==> src/rtl/matriz_max7219_ctrl.sv <==
// rtl/matriz_max7219_ctrl.sv - MAX7219 8x8 matrix serial loader (init sequence + frame refresh)
//
// Purpose: after reset, shifts the five MAX7219 configuration words out. On each frame
// request it snapshots the eight painted rows and sends them as digit registers 1..8.
// Each 16-bit word goes out MSB first on SCLK/DIN and is latched by a rising LOAD.
//
// Ports:
//   MATRIZ_CTRL_CLOCK            system clock, rising edge
//   MATRIZ_CTRL_RESET            synchronous active-low reset
//   MATRIZ_CTRL_ROW_7_IN..ROW_0  painted row data; row k goes to digit register k+1
//   MATRIZ_CTRL_FRAME_REQ        frame request pulse
//   MATRIZ_CTRL_SCLK_OUT         serial clock to driver
//   MATRIZ_CTRL_DIN_OUT          serial data, MSB first
//   MATRIZ_CTRL_LOAD_OUT         driver LOAD/CS, low while shifting
//   MATRIZ_CTRL_BUSY_OUT         high while an init or frame sequence runs
//   MATRIZ_CTRL_INIT_DONE_OUT    sticky, high once init has completed
//   MATRIZ_CTRL_FRAME_DONE_OUT   one-cycle pulse at the end of each frame

module matriz_max7219_ctrl #(
    parameter int         DATAWIDTH_BUS = 8,
    parameter int         CLK_DIV       = 4,
    parameter logic [3:0] INTENSITY     = 4'h8
) (
    input  logic                     MATRIZ_CTRL_CLOCK,
    input  logic                     MATRIZ_CTRL_RESET,
    input  logic [DATAWIDTH_BUS-1:0] MATRIZ_CTRL_ROW_7_IN,
    input  logic [DATAWIDTH_BUS-1:0] MATRIZ_CTRL_ROW_6_IN,
    input  logic [DATAWIDTH_BUS-1:0] MATRIZ_CTRL_ROW_5_IN,
    input  logic [DATAWIDTH_BUS-1:0] MATRIZ_CTRL_ROW_4_IN,
    input  logic [DATAWIDTH_BUS-1:0] MATRIZ_CTRL_ROW_3_IN,
    input  logic [DATAWIDTH_BUS-1:0] MATRIZ_CTRL_ROW_2_IN,
    input  logic [DATAWIDTH_BUS-1:0] MATRIZ_CTRL_ROW_1_IN,
    input  logic [DATAWIDTH_BUS-1:0] MATRIZ_CTRL_ROW_0_IN,
    input  logic                     MATRIZ_CTRL_FRAME_REQ,
    output logic                     MATRIZ_CTRL_SCLK_OUT,
    output logic                     MATRIZ_CTRL_DIN_OUT,
    output logic                     MATRIZ_CTRL_LOAD_OUT,
    output logic                     MATRIZ_CTRL_BUSY_OUT,
    output logic                     MATRIZ_CTRL_INIT_DONE_OUT,
    output logic                     MATRIZ_CTRL_FRAME_DONE_OUT
);

    // Phase counter must reach 2*CLK_DIV-1 for the LOAD-high gap.
    localparam int             CW         = $clog2(2 * CLK_DIV) + 1;
    localparam logic [CW-1:0]  PHASE_LAST = CW'(CLK_DIV - 1);
    localparam logic [CW-1:0]  GAP_LAST   = CW'(2 * CLK_DIV - 1);
    localparam logic [15:0]    INIT_WORD0 = 16'h0C01;

    typedef enum logic [2:0] {
        ST_RESET,
        ST_SHIFT_LO,
        ST_SHIFT_HI,
        ST_GAP,
        ST_WAIT
    } state_t;

    typedef logic [7:0][DATAWIDTH_BUS-1:0] rows_t;

    state_t          r_state;
    logic            r_mode_frame;
    logic [2:0]      r_word_idx;
    logic [3:0]      r_bit_idx;
    logic [CW-1:0]   r_cnt;
    rows_t           r_snap;
    logic            r_pending;
    logic            r_sclk;
    logic            r_din;
    logic            r_load;
    logic            r_busy;
    logic            r_init_done;
    logic            r_frame_done;

    rows_t           w_rows;
    logic [15:0]     w_cur_word;
    logic [15:0]     w_next_word;
    logic [15:0]     w_frame0_word;
    logic [2:0]      w_last_idx;
    logic [3:0]      w_bit_dn;

    function automatic logic [15:0] word_sel(input logic mode_frame, input logic [2:0] idx,
                                             input rows_t rows);
        logic [15:0] w;
        w = 16'h0000;
        if (mode_frame) begin
            w = {4'h0, {1'b0, idx} + 4'd1, 8'(rows[idx])};
        end else begin
            case (idx)
                3'd0:    w = INIT_WORD0;
                3'd1:    w = 16'h0900;
                3'd2:    w = {8'h0A, 4'h0, INTENSITY};
                3'd3:    w = 16'h0B07;
                default: w = 16'h0F00;
            endcase
        end
        return w;
    endfunction

    assign w_rows = {MATRIZ_CTRL_ROW_7_IN, MATRIZ_CTRL_ROW_6_IN, MATRIZ_CTRL_ROW_5_IN,
                     MATRIZ_CTRL_ROW_4_IN, MATRIZ_CTRL_ROW_3_IN, MATRIZ_CTRL_ROW_2_IN,
                     MATRIZ_CTRL_ROW_1_IN, MATRIZ_CTRL_ROW_0_IN};

    assign w_cur_word    = word_sel(r_mode_frame, r_word_idx, r_snap);
    assign w_next_word   = word_sel(r_mode_frame, r_word_idx + 3'd1, r_snap);
    // The snapshot is written on the same edge the first frame word starts,
    // so its MSB has to come straight from the row inputs.
    assign w_frame0_word = word_sel(1'b1, 3'd0, w_rows);
    assign w_last_idx    = r_mode_frame ? 3'd7 : 3'd4;
    assign w_bit_dn      = r_bit_idx - 4'd1;

    always_ff @(posedge MATRIZ_CTRL_CLOCK) begin
        if (!MATRIZ_CTRL_RESET) begin
            r_state      <= ST_RESET;
            r_mode_frame <= 1'b0;
            r_word_idx   <= 3'd0;
            r_bit_idx    <= 4'd15;
            r_cnt        <= '0;
            r_snap       <= '0;
            r_pending    <= 1'b0;
            r_sclk       <= 1'b0;
            r_din        <= 1'b0;
            r_load       <= 1'b1;
            r_busy       <= 1'b0;
            r_init_done  <= 1'b0;
            r_frame_done <= 1'b0;
        end else begin
            r_frame_done <= 1'b0;
            // Requests outside WAIT collapse into one pending frame.
            if (MATRIZ_CTRL_FRAME_REQ && (r_state != ST_WAIT)) begin
                r_pending <= 1'b1;
            end

            case (r_state)
                ST_RESET: begin
                    r_state      <= ST_SHIFT_LO;
                    r_mode_frame <= 1'b0;
                    r_word_idx   <= 3'd0;
                    r_bit_idx    <= 4'd15;
                    r_cnt        <= '0;
                    r_sclk       <= 1'b0;
                    r_load       <= 1'b0;
                    r_busy       <= 1'b1;
                    r_din        <= INIT_WORD0[15];
                end

                ST_SHIFT_LO: begin
                    if (r_cnt == PHASE_LAST) begin
                        r_state <= ST_SHIFT_HI;
                        r_sclk  <= 1'b1;
                        r_cnt   <= '0;
                    end else begin
                        r_cnt <= r_cnt + 1'b1;
                    end
                end

                ST_SHIFT_HI: begin
                    if (r_cnt == PHASE_LAST) begin
                        r_cnt  <= '0;
                        r_sclk <= 1'b0;
                        if (r_bit_idx == 4'd0) begin
                            r_state <= ST_GAP;
                            r_load  <= 1'b1;
                        end else begin
                            r_state   <= ST_SHIFT_LO;
                            r_bit_idx <= w_bit_dn;
                            r_din     <= w_cur_word[w_bit_dn];
                        end
                    end else begin
                        r_cnt <= r_cnt + 1'b1;
                    end
                end

                ST_GAP: begin
                    if (r_cnt == GAP_LAST) begin
                        r_cnt <= '0;
                        if (r_word_idx == w_last_idx) begin
                            r_state <= ST_WAIT;
                            r_busy  <= 1'b0;
                            if (r_mode_frame) begin
                                r_frame_done <= 1'b1;
                            end else begin
                                r_init_done <= 1'b1;
                            end
                        end else begin
                            r_state    <= ST_SHIFT_LO;
                            r_word_idx <= r_word_idx + 3'd1;
                            r_bit_idx  <= 4'd15;
                            r_load     <= 1'b0;
                            r_din      <= w_next_word[15];
                        end
                    end else begin
                        r_cnt <= r_cnt + 1'b1;
                    end
                end

                ST_WAIT: begin
                    if (MATRIZ_CTRL_FRAME_REQ || r_pending) begin
                        r_state      <= ST_SHIFT_LO;
                        r_mode_frame <= 1'b1;
                        r_word_idx   <= 3'd0;
                        r_bit_idx    <= 4'd15;
                        r_cnt        <= '0;
                        r_snap       <= w_rows;
                        r_pending    <= 1'b0;
                        r_load       <= 1'b0;
                        r_busy       <= 1'b1;
                        r_din        <= w_frame0_word[15];
                    end
                end

                default: begin
                    r_state <= ST_RESET;
                end
            endcase
        end
    end

    assign MATRIZ_CTRL_SCLK_OUT       = r_sclk;
    assign MATRIZ_CTRL_DIN_OUT        = r_din;
    assign MATRIZ_CTRL_LOAD_OUT       = r_load;
    assign MATRIZ_CTRL_BUSY_OUT       = r_busy;
    assign MATRIZ_CTRL_INIT_DONE_OUT  = r_init_done;
    assign MATRIZ_CTRL_FRAME_DONE_OUT = r_frame_done;

endmodule
==> config.mk <==
export PLATFORM = sky130hd
export DESIGN_NAME = matriz_max7219_ctrl
export DESIGN_NICKNAME = d
export VERILOG_FILES = /design/src/rtl/matriz_max7219_ctrl.sv
export SDC_FILE = /design/constraint.sdc
export NUM_CORES = 1
export LEC_CHECK = 0
export ABC_CLOCK_PERIOD_IN_PS = 2900
export BUFFER_PORTS_ARGS = -buffer_cell sky130_fd_sc_hd__buf_2
export CORE_ASPECT_RATIO = 0.8
export CORE_UTILIZATION = 49
export CTS_BUF_LIST = sky130_fd_sc_hd__clkbuf_4 sky130_fd_sc_hd__clkbuf_8 sky130_fd_sc_hd__clkbuf_16
export CTS_CLUSTER_DIAMETER = 80
export CTS_CLUSTER_SIZE = 16
export DETAILED_ROUTE_END_ITERATION = 8
export PLACE_DENSITY_LB_ADDON = 0.25
export SLEW_MARGIN = 20
export SYNTH_ARGS = -nofsm -noshare
export SYNTH_HDL_FRONTEND = slang
export SYNTH_SLANG_ARGS = --single-unit
==> constraint.sdc <==
create_clock -name MATRIZ_CTRL_CLOCK -period 2.9 [get_ports MATRIZ_CTRL_CLOCK]
set_input_delay 0 -clock MATRIZ_CTRL_CLOCK [delete_from_list [all_inputs] [get_ports MATRIZ_CTRL_CLOCK]]
set_output_delay 0 -clock MATRIZ_CTRL_CLOCK [all_outputs]
set_load 0.03 [all_outputs]
# After elaboration in Yosys (flattened, before gate mapping)
# Index checks and enable logic that the tools add are counted.
dict set report classes {
  order_cmp 2
  bitwise_logic 1
  n_reduce_logical 22
  eq_ne 19
  n_mux 51
  n_addsub 4
}
# op count
set ops {}
lappend ops {{11-bit case mux with 4 select lines} 1}
lappend ops {{4-bit two-way mux} 8}
lappend ops {{4-bit case mux with 4 select lines} 2}
lappend ops {{8-bit binary-select mux with 3-bit select} 1}
lappend ops {{3-bit two-way mux} 8}
lappend ops {{4-bit AND reduction} 5}
lappend ops {{1-bit two-way mux} 19}
lappend ops {{2-bit inequality test, second input constant} 8}
lappend ops {{3-bit case mux with 5 select lines} 1}
lappend ops {{3-bit by 2-bit equality test with 1-bit output, second input constant} 4}
lappend ops {{12-bit two-way mux} 1}
lappend ops {{6-bit AND reduction} 2}
lappend ops {{3-bit case mux with 3 select lines} 1}
lappend ops {{8-bit two-way mux} 1}
lappend ops {{1-bit case mux with 4 select lines} 2}
lappend ops {{4-bit nonzero test} 2}
lappend ops {{3-bit by 1-bit equality test with 1-bit output, second input constant} 2}
lappend ops {{3-bit zero test} 2}
lappend ops {{1-bit case mux with 3 select lines} 2}
lappend ops {{2-bit AND reduction} 3}
lappend ops {{3-bit nonzero test} 2}
lappend ops {{4-bit by 5-bit < comparator with 1-bit output, second input constant} 1}
lappend ops {{3-bit by 1-bit adder with 4-bit output, second input constant} 1}
lappend ops {{4-bit by 1-bit adder with 4-bit output, second input constant} 1}
lappend ops {{18 further kinds} 19}
dict set report word_totals {
  in_bits 67
  wordCells 119
  out_inout_bits 6
  reg_bits 86
}

# Logic depth before layout (Yosys ltp)
# Gate-level depths: netlist of the first run.
dict set report logic_depth {
  word_depth 8
  depth_mapped 10
  depth_no_buf 8
}

# Least setup slack after synthesis of the first run
# Ideal clock, no wire load.
dict set report synth_path {
  path_type {reg2reg}
  start {register r_word_idx[1]}
  end {register r_din (netlist: MATRIZ_CTRL_DIN_OUT)}
  stages_incl_launch_ff 11
  arrival_ps 2098
  period_less_slack_ps 2220
  slack_ps 680
  setup_ps 122
  n_path_buf 2
  required_ps 2778
  path_cell_list {dfxtp_1 buf_4 buf_4 inv_1 ha_1 or4_1 a32oi_1 a2bb2oi_1 o21ai_0 o21ai_0 o32a_1}
}
dict set report synth_between {
  elab_chain_cells 8
  elab_cells_between_ends 17
  classes_between {add/sub: 1; eq/ne: 5; mux: 9; reduce/logical: 2}
}
# element line_no
set synth_rtl {}
lappend synth_rtl {{start, declared} 61} ;# logic [2:0] r_word_idx;
lappend synth_rtl {{start signal, assigned} 185} ;# r_word_idx <= r_word_idx + 3'd1;
lappend synth_rtl {{8-bit binary-select mux with 3-bit select, or another cell as far along} 85} ;# w = {4'h0, {1'b0, idx} + 4'd1, 8'(rows[idx])};
lappend synth_rtl {{8-bit two-way mux (not written as such) or 11-bit case mux with 4 select lines (tied branches)} {85, 87}}
lappend synth_rtl {{12-bit two-way mux} 84} ;# if (mode_frame) begin
lappend synth_rtl {{1-bit binary-select mux with 4-bit select} 165} ;# r_din <= w_cur_word[w_bit_dn];
lappend synth_rtl {{1-bit two-way mux (not written as such)} 165}
lappend synth_rtl {{1-bit two-way mux} 159} ;# if (r_bit_idx == 4'd0) begin
lappend synth_rtl {{1-bit two-way mux} 156} ;# if (r_cnt == PHASE_LAST) begin
lappend synth_rtl {{1-bit case mux with 4 select lines} 132} ;# case (r_state)
lappend synth_rtl {{end signal, assigned} 142} ;# r_din <= INIT_WORD0[15];
lappend synth_rtl {{end signal, assigned} 165}
lappend synth_rtl {{end signal, assigned} 188} ;# r_din <= w_next_word[15];
lappend synth_rtl {{end, declared} 67} ;# logic r_din;
# Parallel ways exist; a longest one is shown, timed or not. The select of a mux whose other input is x is not followed.
# A chain may end at the register's enable or synchronous reset.

# Worst setup path in the final report of the first run
# Same ends and word-level chain as after synthesis.

==> results of run 1 <==
[final cells by class]
cell class	instances	share of cell area
flip-flops and latches	86	0.3171
inverters	10	0.006914
repair buffers	145	0.1977
multi-input cells	383	0.4139
clock inverters	6	0.01406
clock buffers	10	0.02535
well taps	108	0.02489
[registers in the layout (all words and copies together), names as in the netlist, 3 cells and up]
name        cells
r_snap         64
r_bit_idx       4
r_cnt           4
r_state         3
r_word_idx      3
[metrics by stage]
stage / utilization / power [mW]
CTS: 0.6706 / 2.434
detailed placement: 0.5625 / 1.471
global route: 0.6709 / 2.529
floorplan: - / 1.390
finish: 0.6709 / 2.430
global placement: 0.5625 / 1.467
[synth_stat cells, drive strengths merged (2+ instances only)]
library cell / count
a2111oi: 3
a211oi: 6
a21oi: 82
a22oi: 5
a2bb2oi: 2
a31oi: 4
a32oi: 2
and2: 3
and3: 4
and4: 2
buf: 16
clkbuf: 21
dfxtp: 86
ha: 8
inv: 10
mux2i: 19
mux4: 7
nand2: 147
nand2b: 3
nand3: 7
nand3b: 3
nor2: 22
nor2b: 3
nor3: 6
nor3b: 3
nor4: 4
nor4b: 2
o21a: 2
o21ai: 12
o311ai: 2
o32a: 2
or2: 3
or3: 4
xnor2: 2
[logic make-up (layout without fill, tap and decap cells)]
group / count (synthesis) / count (layout) / synth area share
AO/OA/AOI/OAI: 129 / 129 / 0.1874
XOR/XNOR: 2 / 2 / 0.004206
adder cells (fa/ha/maj): 8 / 8 / 0.02403
buffers and inverters: 47 / 171 / 0.04956
flip-flops: 86 / 86 / 0.4133
multiplexers: 26 / 26 / 0.08351
AND/OR/NAND/NOR: 218 / 218 / 0.2379
[report_power, final]
group          leakage, nW  switching, mW  internal (mW)  total [mW]
Clock                0.110          0.472          0.438       0.911
Sequential           0.694         0.0280           1.20        1.22
Combinational         1.17          0.146          0.151       0.296
[metal layers]
metal,up-vias,share of wire,wire [um]
met5,-,0,0
met4,0,0.015,169
met3,18,0.060,666
met2,140,0.46,5059
met1,1895,0.47,5218
li1,2026,-,-
[final timing paths]
path	start	to	slack [ns]
max reg2reg	r_word_idx[1]	MATRIZ_CTRL_DIN_OUT	0.41
min	MATRIZ_CTRL_ROW_3_IN[4]	r_snap[28]	0.40
min reg2reg	r_snap[38]	r_snap[38]	0.46
max	r_word_idx[1]	MATRIZ_CTRL_DIN_OUT	0.41
[layout by cell type (no fill, tap or decap), types with 2 or more instances in the layout]
| cell type | count |
|---|---|
| nor2_1 | 21 |
| or3_1 | 4 |
| dfxtp_1 | 86 |
| and3_1 | 4 |
| nand3_1 | 7 |
| mux2i_1 | 19 |
| a2bb2oi_1 | 2 |
| dlygate4sd3_1 | 66 |
| nand2_1 | 146 |
| buf_4 | 7 |
| a31oi_1 | 4 |
| and2_1 | 2 |
| inv_1 | 9 |
| a21oi_1 | 82 |
| nor3_1 | 6 |
| o21ai_0 | 9 |
| o21ai_1 | 3 |
| xnor2_1 | 2 |
| ha_1 | 8 |
| clkbuf_8 | 10 |
| o32a_1 | 2 |
| buf_2 | 72 |
| a32oi_1 | 2 |
| and4_1 | 2 |
| a211oi_1 | 6 |
| a2111oi_0 | 2 |
| nor2b_1 | 3 |
| a22oi_1 | 5 |
| mux4_2 | 7 |
| nand2b_1 | 3 |
| nor4_1 | 2 |
| nand3b_1 | 3 |
| inv_6 | 3 |
| nor3b_1 | 2 |
[worst register-to-register path: stages (launching register included)]
cell       delay, ns
dfxtp_1         0.63
buf_4           0.35
mux4_2          0.34
a2111oi_0       0.52
a2111oi_0       0.18
o32a_1          0.37
==> results.txt, run 1 <==
CP Capture Type = register
root buf cell = clkbuf_8
cts hold-fix bufs = 66
Post-DP Area = 4552 um^2
Max Slew Vio Count = 0
dpl hpwl = 7.218 mm
post-route minimum period = 2.493 ns
max incr delay on CP = 0.63 ns
cell count after placement = 666
Worst Skew = 0.009162 ns
Clock Path Buffers = 2
met2 Usage GRT = 0.4130
Final Hold Viols = 0
post-route insts no fill = 748
nature of the critical path startpoint = register
post-synth top area share = 0.4133
routed wire length = 11.12 mm
Yosys cell types = 57
Chip Height = 84.47 um
layout cells sized above 1 = 0.1813
hold path depth = 4
pwr dens = 447.7 nW/um^2
setup TNS = 0 ns
Rows = 29
mapped cell area = 4165 um^2
WL/cell = 14.86 um
status = finished, final reports clean
Post-Syn Instances = 516
grt ovf = 0
met3 Resource Use GR = 0.06599
yosys warns = 0
synthesis-stage register bit count = 86
Least-Margin Pin Slew = 0.6905 ns
Final setup violation count = 0
Num CTS Buffers = 9
Layout area overhead = 30.34%
vias in the first global route = 3,865
largest net degree at the start of global routing = 65
CP Data Required Time = 3.16 ns
DR pass1 iterations = 5
CTS tree = done
WP buf/inv = 1
max-cap violations = 0
Tcrit/Tclk final = 0.8597
Antenna Cells = 0
Ports = 73
slowest CP cell = dfxtp_1
Synth area leaders = dfxtp_1, nand2_1, a21oi_1
Synth area leader = dfxtp_1
stages on the worst setup path = 5
Hold Path Class = in2reg
Setup WS post-layout = 0.4068 ns
Top Family by Delay on Critical Path = compound AO/OA/AOI/OAI gates
RSZ-0062 raised after global routing = false
GRT Total Usage = 0.2598
vias post-DR = 4,079
Register Area = 1722 um^2
CP Class = reg2reg
Pleak = 1.974 nW
post-route cell area = 5429 um^2
CORE AREA = 8092 um^2
Reg clk slew, reported paths = 0.09 ns
fraction of registers with async set/reset = 0
Total Nets Final = 710
syn_nets = 591
Max Fclk = 401.1 MHz
Final Wtd Congestion = 0.9283
detail-routed via count per cell = 5.453
most frequent CP cell = a2111oi_0
maximum net fanout on the critical path = 14
gr busiest metal = met2
area taken by multi-input logic gates = 2247 um^2
first-pass GRT wire length = 18.27 mm
Chip Width = 105.1 um
final hold slack = 0.4022 ns
Initial Utilization = 0.5148
post-synthesis sequential area ratio = 0.4133
CTS Sinks = 86
# DRC = 0
antenna violations before repair = 0
Main synth FF type = dfxtp_1
Max IR drop VDD = 266.2 uV
syn_area_per_cell = 8.072 um^2
worst-path cell chain = buf_4, mux4_2, a2111oi_0, a2111oi_0, o32a_1
dpl ws = 0.4728 ns
post_cts resized = 0
input/output buffers = 72
Final ANT Viol Nets = 0
DIE AREA = 8876 um^2
Setup Buffers After CTS = 0
Filler cells = 658
Slew Limit Headroom = 0.5396
initial DRC count = 218
Critical Path AT = 2.76 ns
grt met1 use = 0.3509
Worst R2R Path Depth = 5
Skew-Pair Late Insertion Delay = 0.37 ns
H-tree Lvls = 3
number of enable flip-flop cells after synthesis = 0
Power figures use the tool's default switching activity.
==> inputs of run 2 (changes only) <==
--- a/config.mk
+++ b/config.mk
@@ -5,6 +5,7 @@
 export SDC_FILE = /design/constraint.sdc
 export NUM_CORES = 1
 export LEC_CHECK = 0
+export ABC_AREA = 1
 export ABC_CLOCK_PERIOD_IN_PS = 2900
 export BUFFER_PORTS_ARGS = -buffer_cell sky130_fd_sc_hd__buf_2
 export CORE_ASPECT_RATIO = 0.8
==> run 2 against run 1 <==
Effect of this change: sequential power is 9% higher; sequential share of layout area is 0.10 points lower; worst setup slack worse by 0.083 ns; fmax is 3.2% lower; utilization is 0.52 points higher; design area is 0.32% higher; die area is 0.74% lower; via count is 8.8% higher; register-to-register slack worse by 0.08 ns; critical path depth is 2 higher; routed wire length is 4.0% higher; worst hold slack better by 0.051 ns; critical endpoint is now r_snap[52]; highest routed layer unchanged.
==> results.txt, run 2 <==
syn_area_per_cell = 6.936 um^2
maximum net fanout on the critical path = 29
Rows = 29
max incr delay on CP = 0.57 ns
Chip Width = 104.7 um
RSZ-0062 raised after global routing = false
post-synth top area share = 0.4165
syn_nets = 671
commonest non-fill, non-tap cell in the layout = nand2_1
CTS Sinks = 86
Post-Syn Instances = 596
Num CTS Buffers = 9
WL/cell = 13.92 um
setup TNS = 0 ns
Yosys cell types = 33
mapped cell area = 4134 um^2
vias post-DR = 4,437
nature of the critical path startpoint = register
Synth Area in XOR/XNOR = 0.006356
cts hold-fix bufs = 69
Filler cells = 691
Largest regs = r_snap: 64 flops, r_bit_idx: 4 flops, r_cnt: 4 flops
FF-to-FF End = r_snap[52]
Largest Register = r_snap
CP Class = reg2reg
Worst Skew = 0.009991 ns
synthesis-stage register bit count = 86
largest net degree at the start of global routing = 59
layout cells sized above 1 = 0.1549
Ports = 73
H-tree Lvls = 3
Pleak = 2.329 nW
Final Hold Viols = 0
post-synthesis mux area share = 0
Max IR drop VDD = 330.5 uV
root buf cell = clkbuf_8
simple-gate share of the synthesized area = 0.2576
Initial Utilization = 0.5132
yosys warns = 0
post-route minimum period = 2.577 ns
Max Fclk = 388.1 MHz
Total Nets Final = 793
Clock Path Buffers = 2
Main synth FF type = dfxtp_1
post_cts resized = 0
post-route insts no fill = 831
pwr dens = 619.1 nW/um^2
DR pass1 iterations = 5
DIE AREA = 8810 um^2
# DRC = 0
largest family of logic cells by synthesized area = simple AND/OR/NAND/NOR gates
vias in the first global route = 4,246
CTS tree = done
Skew-Pair Late Insertion Delay = 0.36 ns
status = finished, final reports clean
Antenna Cells = 0
Final Wtd Congestion = 0.8318
input/output buffers = 72
Synth area leaders = dfxtp_1, nand2_1, nand3_1
CORE AREA = 8055 um^2
Worst setup startpoint = r_pending
number of enable flip-flop cells after synthesis = 0
most frequent cell after synthesis = nand2_1
Setup Buffers After CTS = 0
max FFs per register = 64
Least-Margin Pin Slew = 0.6587 ns
max-cap violations = 0
grt ovf = 0
Synth Area in Adders = 0.02421
CP Capture Type = register
Hold Path Origin = r_snap[53]
GRT Total Usage = 0.2747
Max Slew Vio Count = 0
crit path to = r_snap[52]
antenna violations before repair = 0
commonest non-fill, non-tap cells in the layout = nand2_1, nand3_1, dfxtp_1, a21oi_1, buf_2
Chip Height = 84.16 um
detail-routed via count per cell = 5.339
Synth area leader = dfxtp_1
initial DRC count = 326
CP Data Required Time = 3.15 ns
r2r setup slk = 0.32 ns
Final setup violation count = 0
Worst R2R Start = r_pending
Layout area overhead = 31.75%
top cells by count, synth = nand2_1, nand3_1, dfxtp_1
Critical Path AT = 2.83 ns
post-synthesis sequential area ratio = 0.4165
Hold Path Class = reg2reg
dpl hpwl = 6.997 mm
routed wire length = 11.57 mm
post-synthesis compound-gate area fraction = 0.1901
worst-path cell chain = nor2_1, inv_1, nand2_2, buf_4, o21ai_0, dlygate4sd3_1, a21oi_1
Slew Limit Headroom = 0.5604
cell count after placement = 746
slowest CP cell = dlygate4sd3_1
fraction of registers with async set/reset = 0
Reg clk slew, reported paths = 0.08 ns
Tcrit/Tclk final = 0.8885
Worst R2R Path Depth = 7
Final ANT Viol Nets = 0
first-pass GRT wire length = 19.55 mm
==> run 2: changes by cell type in the layout (fill, tap and decap cells not counted), moves of 5 or more <==
cell,change
inv_1,+58
a21oi_1,-6
o211ai_1,+6
nand3_1,+81
nand2_1,-27
mux2i_1,-19
o21ai_0,+40
nor2_2,+5
a22oi_1,-5
mux4_2,-7
==> run 2: worst min-delay path by stage <==
stage / cells after the start / end
after detailed placement: 3 / r_snap[3]
final: 2 / r_snap[53]
after CTS: 4 / r_snap[59]
after floorplan: 2 / r_snap[36]
after global routing: 4 / r_snap[59]
after global placement: 3 / r_snap[11]
==> run 2: power breakdown <==
part / internal, mW / switching [mW]
sequential: 1.24 / 0.0911
combinational: 0.397 / 0.713
clock: 0.506 / 0.429
==> run 2: cell type report <==
cell class                      instances  area, um^2  share of cell area
Multi-Input combinational cell        400        1977              0.3630
Clock buffer                           11       138.9             0.02550
Clock inverter                          5       83.83             0.01539
Inverter                               73       274.0             0.05031
Timing Repair Buffer                  148        1116              0.2049
Tap cell                              108       135.1             0.02481
Sequential cell                        86        1722              0.3161
==> run 2: stage by stage <==
step,setup WS [ns],power [mW],cell area (um^2),hold slack (ns),utilization
6_report,0.3233,3.372,5446,0.4534,0.6761
5_1_grt,0.1073,3.574,5446,0.4584,0.6761
4_1_cts,0.3645,3.358,5446,0.4453,0.6761
3_3_place_gp,0.7289,2.347,4533,0.2742,0.5628
3_5_place_dp,0.7266,2.362,4533,0.2783,0.5628
2_1_floorplan,1.189,2.100,4134,0.1384,-
==> run 2: critical path: cells and delay by family, from the launching register on <==
kind                   cells  cell delay, ns
AOI/OAI and AO/OA          2            0.20
buffers and inverters      3            1.41
DFF                        1            0.32
and+or+nand+nor            2            0.53
==> run 2: cells by family (layout without fill, tap and decap cells) <==
group,Yosys count,count (layout)
simple gates,243,243
compound gates,146,146
buf+inv,110,237
flops,86,86
fa+ha+maj,8,8
xor+xnor,3,3
==> run 2: routing by layer <==
metal | GRT usage | up-vias | routed length (um)
met4 | 0.1063 | 0 | 289
met2 | 0.4491 | 173 | 5343
li1 | - | 2209 | -
met5 | 0 | - | 0
met3 | 0.04814 | 28 | 654
met1 | 0.3633 | 2027 | 5277
==> inputs of run 3 (changes only) <==
--- a/config.mk
+++ b/config.mk
@@ -8,8 +8,10 @@
 export ABC_AREA = 1
 export ABC_CLOCK_PERIOD_IN_PS = 2900
 export BUFFER_PORTS_ARGS = -buffer_cell sky130_fd_sc_hd__buf_2
+export CELL_PAD_IN_SITES_DETAIL_PLACEMENT = 1
+export CELL_PAD_IN_SITES_GLOBAL_PLACEMENT = 1
 export CORE_ASPECT_RATIO = 0.8
-export CORE_UTILIZATION = 49
+export CORE_UTILIZATION = 40
 export CTS_BUF_LIST = sky130_fd_sc_hd__clkbuf_4 sky130_fd_sc_hd__clkbuf_8 sky130_fd_sc_hd__clkbuf_16
 export CTS_CLUSTER_DIAMETER = 80
 export CTS_CLUSTER_SIZE = 16
==> run 3 against run 2 <==
Effect of this change: clock power up 26%; combinational power up 4%; routed wire length up 16%; via count about the same; design area up 0.55%; fmax up 16%; critical path depth up 1; worst setup slack better by 0.36 ns; highest routed layer unchanged.
==> results.txt, run 3 (synthesis gave the netlist of run 2 again) <==
status = finished, final reports clean
FF-to-FF End = MATRIZ_CTRL_DIN_OUT
Pleak = 2.338 nW
Antenna Cells = 0
max-cap violations = 0
# DRC = 0
Rows = 32
detail-routed via count per cell = 5.224
CP Data Required Time = 3.13 ns
Clock Path Buffers = 2
Least-Margin Pin Slew = 0.6833 ns
input/output buffers = 72
Hold Path Class = in2reg
cell count after placement = 774
grt ovf = 0
final hold slack = 0.006426 ns
CP Capture Type = register
Max Slew Vio Count = 0
initial DRC count = 316
first-pass GRT wire length = 22.23 mm
H-tree Lvls = 3
Num CTS Buffers = 9
Largest regs = r_snap: 64 flops, r_bit_idx: 4 flops, r_cnt: 4 flops
Worst R2R Path Depth = 8
DR pass1 iterations = 4
Critical Path AT = 2.44 ns
layout cells sized above 1 = 0.1543
largest net degree at the start of global routing = 64
Total Nets Final = 785
max FFs per register = 64
root buf cell = clkbuf_16
vias in the first global route = 4,518
post-route minimum period = 2.216 ns
Final Wtd Congestion = 0.8149
routed wire length = 13.46 mm
GRT Total Usage = 0.2678
Largest Register = r_snap
Worst R2R Start = r_word_idx[2]
Max IR drop VDD = 320.9 uV
Tcrit/Tclk final = 0.7641
vias post-DR = 4,435
Setup Buffers After CTS = 0
crit path to = MATRIZ_CTRL_DIN_OUT
Layout area overhead = 32.48%
Final Hold Viols = 0
dpl hpwl = 8.237 mm
DIE AREA = 10,750 um^2
post-route insts no fill = 849
Sw Ratio = 0.3538
P_sw = 1.288 mW
RSZ-0062 raised after global routing = false
Worst Skew = 0.008287 ns
Chip Height = 92.93 um
antenna violations before repair = 0
CTS Sinks = 86
Worst setup startpoint = r_word_idx[2]
Slew Limit Headroom = 0.5438
Skew-Pair Late Insertion Delay = 0.34 ns
sequential share of power = 0.361
part of the power in combinational logic = 0.316
commonest non-fill, non-tap cells in the layout = nand2_1, nand3_1, dfxtp_1, a21oi_1, buf_2
Initial Utilization = 0.4197
pwr dens = 664.8 nW/um^2
post_cts resized = 0
WL/cell = 15.85 um
Final setup violation count = 0
r2r setup slk = 0.68 ns
Filler cells = 1,295
Chip Width = 115.7 um
Max Fclk = 451.3 MHz
Clk pwr share = 0.323
CORE AREA = 9849 um^2
Final ANT Viol Nets = 0
Pint = 2.353 mW
CTS tree = done
commonest non-fill, non-tap cell in the layout = nand2_1
Reg clk slew, reported paths = 0.06 ns
Ports = 73
setup TNS = 0 ns
CP Class = reg2reg
maximum net fanout on the critical path = 14
nature of the critical path startpoint = register
[run 3: cell types whose count changed in the layout (fill, tap and decap cells not counted)]
cell,change
clkinvlp_4,-2
dlygate4sd3_1,-8
clkbuf_16,+9
bufinv_16,-1
clkinv_4,-1
clkbuf_8,-7
[run 3: worst min path at each step]
stage / startpoint / to / cells past startpoint
after floorplan: MATRIZ_CTRL_RESET / r_snap[36] / 2
after global placement: MATRIZ_CTRL_ROW_4_IN[0] / r_snap[32] / 3
after detailed placement: MATRIZ_CTRL_ROW_0_IN[0] / r_snap[0] / 3
after CTS: MATRIZ_CTRL_ROW_2_IN[6] / r_snap[22] / 3
after global routing: MATRIZ_CTRL_ROW_2_IN[6] / r_snap[22] / 3
final: MATRIZ_CTRL_ROW_2_IN[6] / r_snap[22] / 3
[run 3: layout make-up]
cell class              count  area (um^2)  share of cell area
inverters                  73        274.0             0.05003
flip-flops and latches     86         1722              0.3144
clock buffers              13        267.8             0.04889
repair buffers            140         1036              0.1892
multi-input cells         400         1977              0.3610
clock inverters             1        30.03            0.005483
well taps                 136        170.2             0.03107
[run 3: critical path, cell delays in order (launching register included)]
cell	delay [ns]
dfxtp_1	0.65
inv_1	0.38
ha_1	0.35
o31ai_1	0.29
nand3_1	0.12
nand3b_1	0.10
nand2_1	0.05
nand3_1	0.10
a21oi_2	0.05
[run 3: what timing repair did]
action                     4_1_cts  5_1_grt
hold endpoints to repair        61        0
setup endpoints to repair        0        0
hold buffers                    61        0
[run 3: power groups by stage]
| stage | sequential, mW | clock [mW] | combinational [mW] |
|---|---|---|---|
| 6_report | 1.31 | 1.18 | 1.15 |
| 5_1_grt | 1.32 | 1.24 | 1.28 |
| 4_1_cts | 1.31 | 1.20 | 1.14 |
| 3_5_place_dp | 1.34 | 0 | 1.05 |
| 3_3_place_gp | 1.33 | 0 | 1.02 |
| 2_1_floorplan | 1.32 | 0 | 0.779 |
[run 3: through the flow]
stage | setup WS [ns] | power (mW) | util | area, um^2
2_1_floorplan | 1.189 | 2.100 | - | 4134
3_3_place_gp | 0.8227 | 2.355 | 0.4638 | 4568
3_5_place_dp | 0.7924 | 2.386 | 0.4638 | 4568
4_1_cts | 0.7274 | 3.651 | 0.5560 | 5477
5_1_grt | 0.4695 | 3.848 | 0.5560 | 5477
6_report | 0.6842 | 3.641 | 0.5560 | 5477
[run 3: layer usage]
| metal | up-vias | share of wire | GRT usage |
|---|---|---|---|
| met5 | - | 0 | 0 |
| met4 | 0 | 0.022 | 0.09615 |
| met3 | 23 | 0.043 | 0.05039 |
| met2 | 118 | 0.48 | 0.4451 |
| met1 | 2111 | 0.45 | 0.3447 |
| li1 | 2183 | - | - |
